### config.mk
export PLATFORM = sky130hd
export DESIGN_NAME = photon_window_counter_flat
export DESIGN_NICKNAME = d
export VERILOG_FILES = /design/src/rtl/photon_window_counter_if.sv /design/src/rtl/photon_window_counter.sv /design/src/flat_wrapper.sv
export SDC_FILE = /design/constraint.sdc
export NUM_CORES = 1
export LEC_CHECK = 0
export CAP_MARGIN = 10
export CORE_MARGIN = 2
export CORE_UTILIZATION = 45
export CTS_CLUSTER_DIAMETER = 30
export DETAILED_ROUTE_END_ITERATION = 10
export PLACE_DENSITY_LB_ADDON = 0.12
export SYNTH_ARGS = -nofsm -noshare
export SYNTH_HDL_FRONTEND = slang
export SYNTH_SLANG_ARGS = --single-unit
### constraint.sdc
create_clock -name clk_out -period 2.2 [get_ports clk_out]
set_input_delay 0.44 -clock clk_out [delete_from_list [all_inputs] [get_ports clk_out]]
set_output_delay 0.44 -clock clk_out [all_outputs]
set_load 0.03 [all_outputs]
### src/rtl/photon_window_counter_if.sv
// photon_window_counter_if: control inputs and result handshake of the photon window counter.
interface photon_window_counter_if #(parameter int CNT_W = 16, parameter int WIN_W = 16);
   logic detA, start, cont, out_ready, out_valid, overflow, busy;
   logic [WIN_W-1:0] window_len;
   logic [CNT_W-1:0] count, lost;
   modport master (output detA, window_len, start, cont, out_ready,
                   input out_valid, count, overflow, lost, busy);
   modport slave (input detA, window_len, start, cont, out_ready,
                  output out_valid, count, overflow, lost, busy);
endinterface

### src/rtl/photon_window_counter.sv
// photon_window_counter: counts detA pulses over a programmable window, holds the result until
// handshaken, and tallies photons that arrive while no window is open.
module photon_window_counter #(parameter int CNT_W = 16, parameter int WIN_W = 16) (
   input logic clk_out,
   input logic reset_n,
   photon_window_counter_if.slave bus
);
   typedef enum logic [1:0] {IDLE, COUNT, HOLD} state_t;
   state_t state, stateNext;
   logic [WIN_W-1:0] timer;
   logic [CNT_W-1:0] acc, accNext, count, lost;
   logic accOvf, ovfNext, overflow, lenOk, handshake, armIdle, arm, lastCycle;
   always_comb begin
      lenOk = bus.window_len != '0;
      handshake = state == HOLD && bus.out_ready;
      armIdle = state == IDLE && bus.start && lenOk;
      arm = armIdle || (handshake && bus.cont && lenOk);
      lastCycle = state == COUNT && timer == WIN_W'(1);
      accNext = (bus.detA && acc != '1) ? acc + CNT_W'(1) : acc;
      ovfNext = accOvf || (bus.detA && acc == '1);
      stateNext = arm ? COUNT : lastCycle ? HOLD : handshake ? IDLE : state;
   end
   always_ff @(posedge clk_out)
      state <= !reset_n ? IDLE : stateNext;
   always_ff @(posedge clk_out) begin
      if (!reset_n) begin
         timer <= '0;
         acc <= '0;
         accOvf <= 1'b0;
         count <= '0;
         overflow <= 1'b0;
         lost <= '0;
      end else begin
         if (arm) begin
            timer <= bus.window_len;
            acc <= '0;
            accOvf <= 1'b0;
         end else if (state == COUNT) begin
            timer <= timer - WIN_W'(1);
            acc <= accNext;
            accOvf <= ovfNext;
         end
         if (lastCycle) begin
            count <= accNext;
            overflow <= ovfNext;
         end
         // arming from IDLE starts a fresh lost tally; a continuous re-arm keeps it
         if (armIdle) lost <= '0;
         else if (state != COUNT && bus.detA && lost != '1) lost <= lost + CNT_W'(1);
      end
   end
   assign bus.count = count;
   assign bus.overflow = overflow;
   assign bus.lost = lost;
   assign bus.out_valid = state == HOLD;
   assign bus.busy = state != IDLE;
endmodule

### src/flat_wrapper.sv
// flat-port wrapper written by rule: the top's interface ports become plain ports
module photon_window_counter_flat 
#(parameter int CNT_W = 16, parameter int WIN_W = 16)
  (clk_out, reset_n, bus_detA, bus_window_len, bus_start, bus_cont, bus_out_ready, bus_out_valid, bus_count, bus_overflow, bus_lost, bus_busy);
  photon_window_counter_if #(.CNT_W(CNT_W), .WIN_W(WIN_W)) bus_i ();
  input logic clk_out;
  input logic reset_n;
  input wire logic [$bits(bus_i.detA)-1:0] bus_detA;
  input wire logic [$bits(bus_i.window_len)-1:0] bus_window_len;
  input wire logic [$bits(bus_i.start)-1:0] bus_start;
  input wire logic [$bits(bus_i.cont)-1:0] bus_cont;
  input wire logic [$bits(bus_i.out_ready)-1:0] bus_out_ready;
  output wire logic [$bits(bus_i.out_valid)-1:0] bus_out_valid;
  output wire logic [$bits(bus_i.count)-1:0] bus_count;
  output wire logic [$bits(bus_i.overflow)-1:0] bus_overflow;
  output wire logic [$bits(bus_i.lost)-1:0] bus_lost;
  output wire logic [$bits(bus_i.busy)-1:0] bus_busy;
  assign bus_i.detA = bus_detA;
  assign bus_i.window_len = bus_window_len;
  assign bus_i.start = bus_start;
  assign bus_i.cont = bus_cont;
  assign bus_i.out_ready = bus_out_ready;
  assign bus_out_valid = bus_i.out_valid;
  assign bus_count = bus_i.count;
  assign bus_overflow = bus_i.overflow;
  assign bus_lost = bus_i.lost;
  assign bus_busy = bus_i.busy;
  photon_window_counter #(.CNT_W(CNT_W), .WIN_W(WIN_W)) u_core (.clk_out(clk_out), .reset_n(reset_n), .bus(bus_i));
endmodule
==> results_dict.tcl <==
set metrics [dict create \
    status "completed" \
    place_inst 603 \
    finalSetupViolCount 0 \
    max_cap_violations 0 \
    cp_slowest_stage_delay_ns 0.48 \
    grt_pass1_vias 3339 \
    grt_pass1_wl_mm 15.7 \
    max-slew-margin-rel_pct 61.1 \
    ys_seq_area_share_pct 38.5 \
    io_buffers 56 \
    synth_cells 426 \
    routabilityCongestion 0.870 \
    clock.fmax_mhz 490 \
    vias 3436 \
    crit_type "flop to flop" \
    final-hold-violation-count 0 \
    nNetsFinal 538 \
    clkPwrFrac_pct 40.8 \
    fillers 692 \
    synth_edf_count 0 \
    power_frac_comb_pct 13.7 \
    fin_skew_ns 0.00977 \
    switching_share_pct 25.7 \
    cp.arrival_ns 2.28 \
    finalPower_mw 2.89 \
    drc_errors 0 \
    power_frac_seq_pct 45.5 \
    std_cell_rows 32 \
    dpl.hpwl_mm 6.58 \
    wl_per_cell_um 14.8 \
    grt_usage_pct 22.7 \
    cts_hold_buf 0 \
    pre_cts_ws_ns -0.107 \
    cts_tree "done" \
    synthesis.area_mm2 0.00354 \
    core_mm2 0.00769 \
    crit_cells 7 \
    synth_common_cells "68 x dfxtp_1, 62 x nor2_1, 46 x a21oi_1" \
    hold-path-cell-count 2 \
    leakage_nw 1.62 \
    cts_buffers 9 \
    slew_viol_final 0 \
    yosysTopAreaCellShare_pct 38.5 \
    switchingPower_mw 0.741 \
    cts_root_buffer "clkbuf_8" \
    worst-path-buf-inv 1 \
    synth_nets 452 \
    holdWs_ns 0.475 \
    drt_iter0_markers 166 \
    grt_max_degree 19 \
    die_y_um 92.7 \
    drive_gt1_share_pct 14.0 \
    period_share_pct 92.8 \
    fin_ws_ns 0.159 \
    rsz0062_at_grt "true" \
    clock_latency_ns 0.35 \
    cts.reportedPaths.clkPinSlew_ns 0.08 \
    yosysTopAreaCell "dfxtp_1" \
    fp.dieW_um 92.7 \
    overflow 0 \
    tightest_slew_ns 0.584 \
    area_growth_pct 33.0 \
    htreeDepth 3 \
    worst_setup_path_end_kind "flop" \
    internal_power_mw 2.15 \
    viasPerCell 5.56 \
    yosysMostFrequentCell "dfxtp_1" \
    rr_worst_depth 7 \
    io_pins 57 \
    yosys_register_bits 68 \
    ir_drop_mv 0.340 \
    worstPathRequired_ns 2.44 \
    final_cells 618 \
    layout_min_cycle_time_ns 2.04 \
    r2r_setup_slack_ns 0.16 \
    clock_sinks 68 \
    synth_cell_types 51 \
    avgSynthCellArea_um2 8.31 \
    p_per_area_mw_per_mm2 613 \
    slowest_stage "o41ai_4" \
    clock_path_buffers 2 \
    finalSetupTns_ns 0 \
    diodes 0 \
    start_util_pct 46.0 \
    synth-async-reset-ratio_pct 0 \
    synthFlopType "dfxtp_1" \
    antenna_found_initial 0 \
    path_max_fanout 7 \
    drtPass1Iterations 4 \
    synthTopCellsByArea "dfxtp_1 38%, xnor2_1 8.7%, nor2_1 6.6%, a21oi_1 6.5%, nand3_1 3.1%" \
    die_area_mm2 0.00859 \
    startpoint_type "flop" \
    synth-warning-count 0 \
    antenna_left 0 \
    path_cells "ha_1 > nand4_2 > o41ai_4 > buf_4 > nor2_1 > xnor2_1 > a21oi_1" \
    worstHoldPathType "flop to flop" \
    crit_family "compound AO/OA/AOI/OAI gates" \
    routed_wl_mm 9.17 \
]
[metal layers]
metal  vias up  track usage, %  routed length, um
li1       1715               -                  -
met1      1625            32.1               4550
met2        87            35.0               4100
met3         9            3.42                397
met4         0            8.70                119
met5         -               0                  0
[placed cells by master (no fill, tap or decap), drive strengths merged, types with 2 or more instances in the layout]
| master | count |
|---|---|
| a2111oi | 3 |
| a211oi | 10 |
| a21oi | 47 |
| a2bb2oi | 3 |
| and2 | 3 |
| and3 | 4 |
| buf | 39 |
| bufinv | 2 |
| clkbuf | 11 |
| clkdlybuf4s50 | 54 |
| dfxtp | 68 |
| dlymetal6s2s | 2 |
| ha | 4 |
| inv | 10 |
| mux2i | 3 |
| nand2 | 19 |
| nand2b | 4 |
| nand3 | 23 |
| nand4 | 12 |
| nor2 | 62 |
| nor2b | 2 |
| nor3 | 18 |
| nor3b | 2 |
| nor4 | 17 |
| o211ai | 5 |
| o21ai | 16 |
| o311ai | 5 |
| o41ai | 3 |
| or2 | 5 |
| or3 | 3 |
| or4 | 5 |
| xnor2 | 35 |
| xor2 | 7 |
[worst min-delay path, cell delays in order (launching register included)]
cell	delay [ns]
dfxtp_1	0.33
a21oi_1	0.04
nor2_1	0.07
[per-stage QoR]
stage / instance area (um^2) / util (%)
2_1_floorplan: 3540 / -
3_3_place_gp: 4480 / 58.3
3_5_place_dp: 4480 / 58.3
4_1_cts: 4700 / 61.2
5_1_grt: 4710 / 61.2
6_report: 4710 / 61.2
[final timing paths]
path | start | endpoint
hold reg to reg | u_core.accOvf$_SDFFE_PP0P_ | u_core.accOvf$_SDFFE_PP0P_
setup reg to reg | u_core.acc[1]$_SDFFE_PP0P_ | u_core.bus.count[5]$_SDFFE_PN0P_
setup / recovery | u_core.acc[1]$_SDFFE_PP0P_ | u_core.bus.count[5]$_SDFFE_PN0P_
hold / removal | u_core.accOvf$_SDFFE_PP0P_ | u_core.accOvf$_SDFFE_PP0P_
[power by group through the flow]
stage / registers (mW) / logic [mW] / clock network [mW]
after floorplan: 1.34 / 0.227 / 0
after global placement: 1.34 / 0.389 / 0
after detailed placement: 1.34 / 0.392 / 0
after CTS: 1.31 / 0.394 / 1.20
after global routing: 1.32 / 0.434 / 1.24
final: 1.31 / 0.396 / 1.18
[state kept, by name, indices dropped and copies added (netlist names)]
signal               count
u_core.state             2
u_core.timer            16
u_core.bus.lost         16
u_core.bus.overflow      1
u_core.accOvf            1
u_core.bus.count        16
u_core.acc              16
[final cells by class]
cell class	count	area, um^2	area share (%)
Multi-Input combinational cell	328	2050	43.5
Sequential cell	68	1360	28.9
Timing Repair Buffer	95	908	19.3
Clock buffer	11	151	3.22
Tap cell	102	128	2.71
Clock inverter	4	72.6	1.54
Inverter	10	37.5	0.797
[cells by family (layout without fill, tap and decap cells)]
family,after synthesis,count (layout),synth area share (%)
buf+inv,30,120,3.68
simple gates,185,185,27.7
mux,3,3,0.848
xor+xnor,42,42,10.4
fa+ha+maj,4,4,1.41
compound gates,94,94,17.5
flops,68,68,38.5
[what timing repair did]
item,4_1_cts,5_1_grt
gates resized for setup,0,2
setup endpoints to repair,0,4
buffers inserted,0,0
Note: power is estimated with default switching activity, not from simulation.
